--- src/rtl/el_pkg.sv ---
// Shared constants and types for the text console writer.
// Screen geometry, control codes and the writer FSM state.
package el_pkg;

  localparam int COLS = 40;
  localparam int ROWS = 32;
  localparam int CELLS = 1280;

  localparam logic [7:0] BLANK_CHAR = 8'h20;

  localparam logic [7:0] CR = 8'h0D;
  localparam logic [7:0] LF = 8'h0A;
  localparam logic [7:0] BS = 8'h08;
  localparam logic [7:0] FF = 8'h0C;

  typedef enum logic [1:0] {
    FILL_SCREEN,
    FILL_LINE,
    IDLE
  } state_t;

  function automatic logic is_printable(
    input logic [7:0] c
  );
    return (c >= 8'h20) && (c != 8'h7F);
  endfunction

endpackage

--- src/rtl/cell_fill.sv ---
// Address-range walker for blank fills.
// Steps one cell per cycle from base while run is high.
module cell_fill (
  input  logic        clk,
  input  logic        rst_n,
  input  logic        start,
  input  logic        run,
  input  logic [10:0] base,
  input  logic [10:0] count,
  output logic [10:0] address,
  output logic        we,
  output logic        done
);

  logic [10:0] offset;

  always_ff @(posedge clk) begin
    if (!rst_n || start) begin
      offset <= '0;
    end else if (run) begin
      offset <= offset + 11'd1;
    end
  end

  assign address = base + offset;
  assign we = run;
  assign done = run && (offset == count - 11'd1);

endmodule

--- src/rtl/console_writer.sv ---
// Character-cell console writer: cursor control plus
// screen/line blank fills into a character RAM.
module console_writer #(
  parameter int COLS = el_pkg::COLS,
  parameter int ROWS = el_pkg::ROWS,
  parameter logic [7:0] BLANK_CHAR = el_pkg::BLANK_CHAR
) (
  input  logic        in_main_clock,
  input  logic        in_reset_n,
  input  logic        in_char_valid,
  input  logic [7:0]  in_char_data,
  output logic        out_char_ready,
  input  logic        in_clear_req,
  output logic        out_busy,
  output logic [10:0] out_wr_address,
  output logic [7:0]  out_wr_data,
  output logic        out_wr_en,
  output logic [5:0]  out_cursor_x,
  output logic [4:0]  out_cursor_y
);

  import el_pkg::*;

  state_t state, state_n;
  logic [5:0] x_n;
  logic [4:0] y_n;
  logic [4:0] y_wrap;
  logic wr_en_n;
  logic [10:0] wr_addr_n;
  logic [7:0] wr_data_n;
  logic [10:0] row_base;
  logic start, run, done, fill_we;
  logic [10:0] fill_addr, fill_base;
  logic [10:0] fill_count;

  assign row_base = 11'(out_cursor_y) * 11'(COLS);
  assign y_wrap = (out_cursor_y == 5'(ROWS - 1))
                ? '0 : out_cursor_y + 5'd1;

  assign out_char_ready = (state == IDLE) && !in_clear_req;
  assign out_busy = (state != IDLE);

  // A clear during a line fill stops the walker immediately.
  assign run = (state == FILL_SCREEN)
            || (state == FILL_LINE && !in_clear_req);
  assign fill_base = (state == FILL_LINE) ? row_base : '0;
  assign fill_count = (state == FILL_LINE)
                    ? 11'(COLS) : 11'(COLS * ROWS);

  cell_fill u_fill (
    .clk     (in_main_clock),
    .rst_n   (in_reset_n),
    .start   (start),
    .run     (run),
    .base    (fill_base),
    .count   (fill_count),
    .address (fill_addr),
    .we      (fill_we),
    .done    (done)
  );

  always_comb begin
    state_n = state;
    x_n = out_cursor_x;
    y_n = out_cursor_y;
    wr_en_n = 1'b0;
    wr_addr_n = out_wr_address;
    wr_data_n = out_wr_data;
    start = 1'b0;
    unique case (state)
      FILL_SCREEN, FILL_LINE: begin
        if (!run) begin
          x_n = '0;
          y_n = '0;
          start = 1'b1;
          state_n = FILL_SCREEN;
        end else begin
          wr_en_n = fill_we;
          wr_addr_n = fill_addr;
          wr_data_n = BLANK_CHAR;
          if (done) state_n = IDLE;
        end
      end
      IDLE: begin
        if (in_clear_req) begin
          x_n = '0;
          y_n = '0;
          start = 1'b1;
          state_n = FILL_SCREEN;
        end else if (in_char_valid) begin
          unique case (1'b1)
            is_printable(in_char_data): begin
              wr_en_n = 1'b1;
              wr_addr_n = row_base + 11'(out_cursor_x);
              wr_data_n = in_char_data;
              if (out_cursor_x == 6'(COLS - 1)) begin
                x_n = '0;
                y_n = y_wrap;
                start = 1'b1;
                state_n = FILL_LINE;
              end else begin
                x_n = out_cursor_x + 6'd1;
              end
            end
            in_char_data == CR: x_n = '0;
            in_char_data == LF: begin
              y_n = y_wrap;
              start = 1'b1;
              state_n = FILL_LINE;
            end
            in_char_data == BS: begin
              if (out_cursor_x != '0) begin
                x_n = out_cursor_x - 6'd1;
                wr_en_n = 1'b1;
                wr_addr_n = row_base + 11'(x_n);
                wr_data_n = BLANK_CHAR;
              end
            end
            in_char_data == FF: begin
              x_n = '0;
              y_n = '0;
              start = 1'b1;
              state_n = FILL_SCREEN;
            end
            default: ;
          endcase
        end
      end
      default: state_n = FILL_SCREEN;
    endcase
  end

  always_ff @(posedge in_main_clock) begin
    if (!in_reset_n) begin
      state <= FILL_SCREEN;
      out_cursor_x <= '0;
      out_cursor_y <= '0;
      out_wr_en <= 1'b0;
      out_wr_address <= '0;
      out_wr_data <= BLANK_CHAR;
    end else begin
      state <= state_n;
      out_cursor_x <= x_n;
      out_cursor_y <= y_n;
      out_wr_en <= wr_en_n;
      out_wr_address <= wr_addr_n;
      out_wr_data <= wr_data_n;
    end
  end

endmodule

--- config.mk ---
export PLATFORM = sky130hd
export DESIGN_NAME = console_writer
export DESIGN_NICKNAME = d
export VERILOG_FILES = /design/src/rtl/el_pkg.sv /design/src/rtl/cell_fill.sv /design/src/rtl/console_writer.sv
export SDC_FILE = /design/constraint.sdc
export NUM_CORES = 1
export LEC_CHECK = 0
export ABC_AREA = 1
export CAP_MARGIN = 20
export CORE_MARGIN = 4
export CORE_UTILIZATION = 56
export CTS_BUF_LIST = sky130_fd_sc_hd__clkbuf_16
export DETAILED_ROUTE_END_ITERATION = 16
export PLACE_DENSITY = 0.83
export REMOVE_ABC_BUFFERS = 1
export SYNTH_ARGS = -nofsm -noshare
export SYNTH_HDL_FRONTEND = slang
export SYNTH_SLANG_ARGS = --single-unit
--- constraint.sdc ---
create_clock -name in_main_clock -period 3.1 [get_ports in_main_clock]
set_clock_uncertainty 0.2 [all_clocks]
set_input_delay 0.62 -clock in_main_clock [delete_from_list [all_inputs] [get_ports in_main_clock]]
set_output_delay 0.62 -clock in_main_clock [all_outputs]
set_load 0.1 [all_outputs]
==> metrics.txt, run 1 <==
fin nets=643; Avg WL per Cell=between 10 and 15 um; syn_area_per_cell=approximately 6.3 um^2; Post-Place Cell Area=around 4000 um^2; Core Rows=27; Critical Setup Path Class=reg -> reg; Max Cap Viol=0; Place WS=-0.2087 ns; Unique masters post-synth=34; net switching power=approximately 0.32 mW; IO Pins=45; Yosys top cell by area=dfxtp_1; H-tree depth=2; vias in the first global route=between 3000 and 4000; Fill cells=roughly 450; Final Cycle Share=between 90 and 100%; DRC viols=0; switch share=about a quarter; Mapped Cells=between 500 and 600; asr flop ratio synth=0%; CP top delay family=adder cells; port buffer count=between 40 and 50; DPL Wire Length=roughly 7 mm; Die Wd=between 80 and 90 um; Core Region=roughly 5600 um^2; worst slew pin tran=about 0.53 ns; synthesis-stage register bit count=between 40 and 50; RD Place Congestion=just over 0.9; via count=roughly 3700; Pint=approximately 0.99 mW; Yosys top cell area share=a little over a quarter; worst path cell trace=ha_1, ha_2, fa_2, inv_1, nor2_2, ha_1, nand2_1, nand2_1, o21bai_1, or2_2, a21oi_1, nor2_1; worst stage delay on the critical path=approximately 0.59 ns; clock transition at the registers of the reported paths=around 0.07 ns; layout cells sized above 1=around 17%; Inserted Clock Buffers=5; total power=1.317 mW; Peak Freq=338.0 MHz; drt initial violations=~260; min cycle time layout=2.959 ns; CTS tree=done; hold endpoint=out_wr_data[7]; vias per cell=between 5 and 6; Final ANT Viol Nets=0; Max Slew Vio Count=0; cells taking the most area after synthesis=dfxtp_1 26%, nand2_1 15%, nor2_1 9.4%, ha_1 8.6%, nand3_1 8.5%; Max VDD drop=about 0.31 mV; Hold Path Stages=2; post-synthesis sequential area ratio=a little over a quarter; root buffer cell=clkbuf_16; full die area=7262 um^2; top cells by count, synth=133 x nand2_1, 84 x nor2_1, 61 x inv_1; Critical Path Fanout Max=3; grt total ovfl=0; Logic pwr share=slightly below 8%; first-pass GRT wire length=15.69 mm; Die Ht=85.22 um; leakage power=2.067 nW; Power Density=approximately 310 nW/um^2; largest net degree at the start of global routing=23; Tot GR Track Use=between 20% and 30%; count leader, synth=nand2_1; DR pass1 iterations=5; final WL=9.555 mm; Sequential Power Share=a little over two fifths; Post-Synthesis Cell Area=around 3300 um^2; cells on worst reg2reg path=12; Arr. time, crit path=2.94 ns; Buf/Inv on CP=1; Final Setup Violations=0; Area Overhead vs Synth=25.52%; run status=finished clean; Critical Path RT=3.08 ns; antenna violations before repair=0; Skew-Pair Late Insertion Delay=approximately 0.29 ns; number of flops mapped to enable cells by yosys=0; fin util=74.30%; reg2reg end=out_wr_address[8]; clock network fraction of total power=48.4%; Final Hold Fails=0; Slew HR=~65%; clk sinks=between 40 and 50; total negative slack=0 ns; design area=about 4200 um^2; CP max stage cell=fa_2; Starting Density=approximately three fifths; # diodes=0; worst r2r src=out_cursor_y[3]; hold_sp=out_wr_data[7]; Synth Flop Type=dfxtp_1; yosys warns=0; CTS Hold Buffers Added=0; clk buf depth=2; HP Class=reg -> reg; fin worst setup slack=about 0.14 ns; CP Launch Type=flop; Crit. path cell count=12; crit path capture type=flop; Reg2Reg Setup Slack=0.14 ns
layout by cell type (no fill, tap or decap), types with 5 or more instances in the layout:
| master | count |
|---|---|
| a21oi_1 | 19 |
| xor2_1 | 12 |
| o21ai_1 | 5 |
| dfxtp_1 | 43 |
| nand3_1 | 57 |
| o21ai_0 | 36 |
| buf_4 | 66 |
| inv_2 | 6 |
| ha_1 | 21 |
| nor2_1 | 82 |
| nand4_1 | 5 |
| clkbuf_16 | 5 |
| nor3_1 | 8 |
| nand2_1 | 133 |
| inv_1 | 61 |
| clkdlybuf4s50_1 | 10 |
stage by stage:
step	hold WS [ns]	instances
after floorplan	0.3285	520
after global routing	0.2908	678
after detailed placement	0.2652	667
final	0.2717	678
after CTS	0.2757	675
after global placement	0.2549	667
worst max-delay path by stage:
stage                               start            endpoint
after floorplan           out_cursor_y[1]  out_wr_address[10]
after global placement    in_char_data[7]   out_wr_address[9]
after detailed placement  in_char_data[7]   out_wr_address[9]
after CTS                 in_char_data[7]   out_wr_address[9]
after global routing      out_cursor_y[1]   out_wr_address[8]
final                     out_cursor_y[3]   out_wr_address[8]
layout make-up:
cell class,instances,area [um^2],share of cell area [%]
inverters,67,251.5,6.000
well taps,72,90.09,2.149
repair buffers,78,628.1,14.99
multi-input cells,409,2168,51.73
flip-flops and latches,44,882.1,21.04
clock inverters,3,46.29,1.104
clock buffers,5,125.1,2.985
registers in the layout, indices dropped and copies added, names as in the netlist:
name and cells:
out_wr_address 11, u_fill.offset 11, out_wr_data 8, out_cursor_x 6, out_cursor_y 5, state 2, out_wr_en 1
cells by family (layout without fill, tap and decap cells):
| family | count (synthesis) | in the layout | synth area share [%] |
|---|---|---|---|
| AOI/OAI and AO/OA | 68 | 68 | 10.79 |
| buffers and inverters | 79 | 153 | 9.292 |
| DFF | 44 | 44 | 26.38 |
| xor gates and xnor gates | 15 | 15 | 3.934 |
| adders and majority gates | 26 | 26 | 10.42 |
| and+or+nand+nor | 300 | 300 | 39.19 |
power groups by stage:
| stage | registers (mW) | clock network [mW] | logic [mW] |
|---|---|---|---|
| after floorplan | 0.610 | 0 | 0.0315 |
| after global placement | 0.589 | 0 | 0.100 |
| after detailed placement | 0.589 | 0 | 0.101 |
| after CTS | 0.576 | 0.634 | 0.103 |
| after global routing | 0.576 | 0.660 | 0.112 |
| final | 0.576 | 0.637 | 0.104 |
timing repair:
item / in CTS / in global routing
buffers inserted: 0 / 3
setup endpoints to repair: 0 / 5
resized for setup: 0 / 10
worst min-delay path, delay by kind of cell (launching register included):
family,cells,cell delay [ns]
flip-flops,1,0.31
AND/OR/NAND/NOR,1,0.06
AO/OA/AOI/OAI,1,0.06
per-layer routing:
layer	vias to the layer above	global-route usage, %	part of all wire, %
met4	0	8.921	2.4
met3	30	3.786	7.8
met1	1672	34.24	43
met2	192	43.08	47
li1	1852	-	-
met5	-	0	0
No activity file was read; power rests on OpenSTA's default activity.
==> run 2: changes to the inputs <==
--- a/config.mk
+++ b/config.mk
@@ -7,8 +7,10 @@
 export LEC_CHECK = 0
 export ABC_AREA = 1
 export CAP_MARGIN = 20
+export CELL_PAD_IN_SITES_DETAIL_PLACEMENT = 1
+export CELL_PAD_IN_SITES_GLOBAL_PLACEMENT = 1
 export CORE_MARGIN = 4
-export CORE_UTILIZATION = 56
+export CORE_UTILIZATION = 39
 export CTS_BUF_LIST = sky130_fd_sc_hd__clkbuf_16
 export DETAILED_ROUTE_END_ITERATION = 16
 export PLACE_DENSITY = 0.83
==> run 2 against run 1 <==
Non-clock buffer count rose by 3; via count fell by 1.0%; critical endpoint unchanged; global-route usage fell by 3.1 points; sequential cell count did not move; clock power rose by 24%; first-iteration DRC count fell by 45%; largest cell class unchanged.
==> metrics.txt, run 2 (same netlist as run 1, synthesis figures left out) <==
run status=finished clean; worst path cell trace=ha_1, ha_2, fa_2, inv_1, nor2_2, ha_1, nand2_1, nand2_1, o21bai_1, or2_2, a21oi_1, nor2_1; Inserted Clock Buffers=5; clk sinks=44; final hold slack=0.2655 ns; Hold Path Stages=2; via count=around 3700; RD Place Congestion=between 0.8 and 0.9; CTS tree=done; CTS Hold Buffers Added=0; Final ANT Viol Nets=0; Final Setup Violations=0; DPL Wire Length=between 8 and 9 mm; CP max stage cell=fa_2; Core Region=between 8000 and 9000 um^2; port buffer count=44; DRC viols=0; clock network fraction of total power=53.7%; Die Wd=a little over 100 um; DR pass1 iterations=4; hold_sp=out_wr_data[7]; clk buf depth=2; Max Slew Vio Count=0; Area Overhead vs Synth=29.64%; most common cell after layout, fill and taps aside=nand2_1; Arr. time, crit path=2.96 ns; grt total ovfl=0; layout cells sized above 1=approximately 18%; crit path capture type=flop; Sequential Power Share=roughly two fifths; Avg WL per Cell=between 15 and 20 um; CP Launch Type=flop; Logic pwr share=between 7 and 8%; Skew-Pair Late Insertion Delay=0.29 ns; Power Density=339.7 nW/um^2; most frequent cells in the layout=132 x nand2_1, 81 x nor2_1, 69 x buf_4; root buffer cell=clkbuf_16; HP Class=reg -> reg; Largest regs=out_wr_address x11, u_fill.offset x11, out_wr_data x8; Tot GR Track Use=22.81%; antenna violations before repair=0; leakage power=about 2.1 nW; Critical Path Fanout Max=3; Max Cap Viol=0; Pint=between 1 and 1.5 mW; # diodes=0; Peak Freq=between 300 and 400 MHz; Die Ht=100.5 um; Starting Density=40.44%; Core Rows=33; net switching power=approximately 0.32 mW; largest net degree at the start of global routing=23; vias per cell=roughly 5.2; Reg2Reg Setup Slack=about 0.12 ns; Slew HR=between 60% and 70%; worst r2r src=out_cursor_y[1]; IO Pins=45; min cycle time layout=a little under 3 ns; worst stage delay on the critical path=0.61 ns; Buf/Inv on CP=1; fin util=52.42%; full die area=10110 um^2; switch share=a little over a fifth; clock transition at the registers of the reported paths=~0.07 ns; Max VDD drop=approximately 0.23 mV; Critical Setup Path Class=reg -> reg; hold endpoint=out_wr_data[7]; H-tree depth=2; first-pass GRT wire length=18.59 mm; Final Hold Fails=0; worst slew pin tran=~0.5 ns; CP top delay family=adder cells; vias in the first global route=around 3800; Final Cycle Share=slightly below 100%; RSZ-0062 raised after global routing=true; fin nets=around 650; final WL=approximately 11 mm; reg2reg end=out_wr_address[8]; Crit. path cell count=12; drt initial violations=~140; Fill cells=between 1000 and 1500; cells on worst reg2reg path=12; Critical Path RT=3.08 ns
## run 2: how the worst max path moves through the flow
| stage | from | to | slack (ns) |
|---|---|---|---|
| after floorplan | out_cursor_y[1] | out_wr_address[10] | -0.56 |
| after global placement | in_char_data[7] | out_wr_address[9] | -0.17 |
| after detailed placement | in_char_data[7] | out_wr_address[9] | -0.25 |
| after CTS | out_cursor_y[1] | out_wr_address[10] | 0.06 |
| after global routing | out_cursor_y[1] | out_wr_address[10] | -0.02 |
| final | out_cursor_y[1] | out_wr_address[8] | 0.12 |
## run 2: routing by layer
metal	share of wire [%]	track usage, %
met5	0	0
met3	3.2	2.699
met1	46	30.29
met2	49	39.96
met4	0.80	4.456
## run 2: repair_timing
action,4_1_cts,5_1_grt
setup buffers,0,5
resized for setup,0,15
endpoints found under the setup margin,0,4
## run 2: worst register-to-register path, cell delays in order, from the launching register on
cell	delay [ns]
dfxtp_1	0.31
ha_1	0.29
ha_2	0.21
fa_2	0.61
inv_1	0.08
nor2_2	0.12
ha_1	0.26
nand2_1	0.08
nand2_1	0.06
o21bai_1	0.16
or2_2	0.27
a21oi_1	0.16
nor2_1	0.06
## run 2: layout make-up
| type | instances | area, um^2 | share of cell area [%] |
|---|---|---|---|
| clock buffers | 5 | 125.1 | 2.890 |
| multi-input cells | 409 | 2201 | 50.84 |
| clock inverters | 3 | 90.09 | 2.081 |
| inverters | 67 | 251.5 | 5.809 |
| repair buffers | 81 | 648.1 | 14.97 |
| well taps | 105 | 131.4 | 3.035 |
| flip-flops and latches | 44 | 882.1 | 20.38 |
## run 2: power by group through the flow
| stage | Clock, mW | Sequential [mW] | Combinational [mW] |
|---|---|---|---|
| floorplan | 0 | 0.610 | 0.0315 |
| global placement | 0 | 0.589 | 0.101 |
| detailed placement | 0 | 0.590 | 0.104 |
| CTS | 0.800 | 0.576 | 0.105 |
| global route | 0.828 | 0.577 | 0.115 |
| finish | 0.789 | 0.577 | 0.105 |
## run 2: per-stage QoR
stage | setup TNS [ns] | total power, mW | instances | instance area (um^2) | setup slack (ns)
final | 0 | 1.470 | 714 | 4329 | 0.1185
after detailed placement | -0.7052 | 0.6934 | 701 | 4023 | -0.2511
after global routing | -0.03182 | 1.520 | 714 | 4329 | -0.01983
after global placement | -0.3330 | 0.6899 | 701 | 4023 | -0.1657
after CTS | 0 | 1.482 | 709 | 4238 | 0.05703
after floorplan | -2.166 | 0.6413 | 520 | 3281 | -0.5604
==> run 3: changes to the inputs <==
--- a/config.mk
+++ b/config.mk
@@ -15,6 +15,7 @@
 export DETAILED_ROUTE_END_ITERATION = 16
 export PLACE_DENSITY = 0.83
 export REMOVE_ABC_BUFFERS = 1
+export SKIP_LAST_GASP = 1
 export SYNTH_ARGS = -nofsm -noshare
 export SYNTH_HDL_FRONTEND = slang
 export SYNTH_SLANG_ARGS = --single-unit
==> results of run 3 <==
Final layout, timing and power as in run 2 (identical DEF).
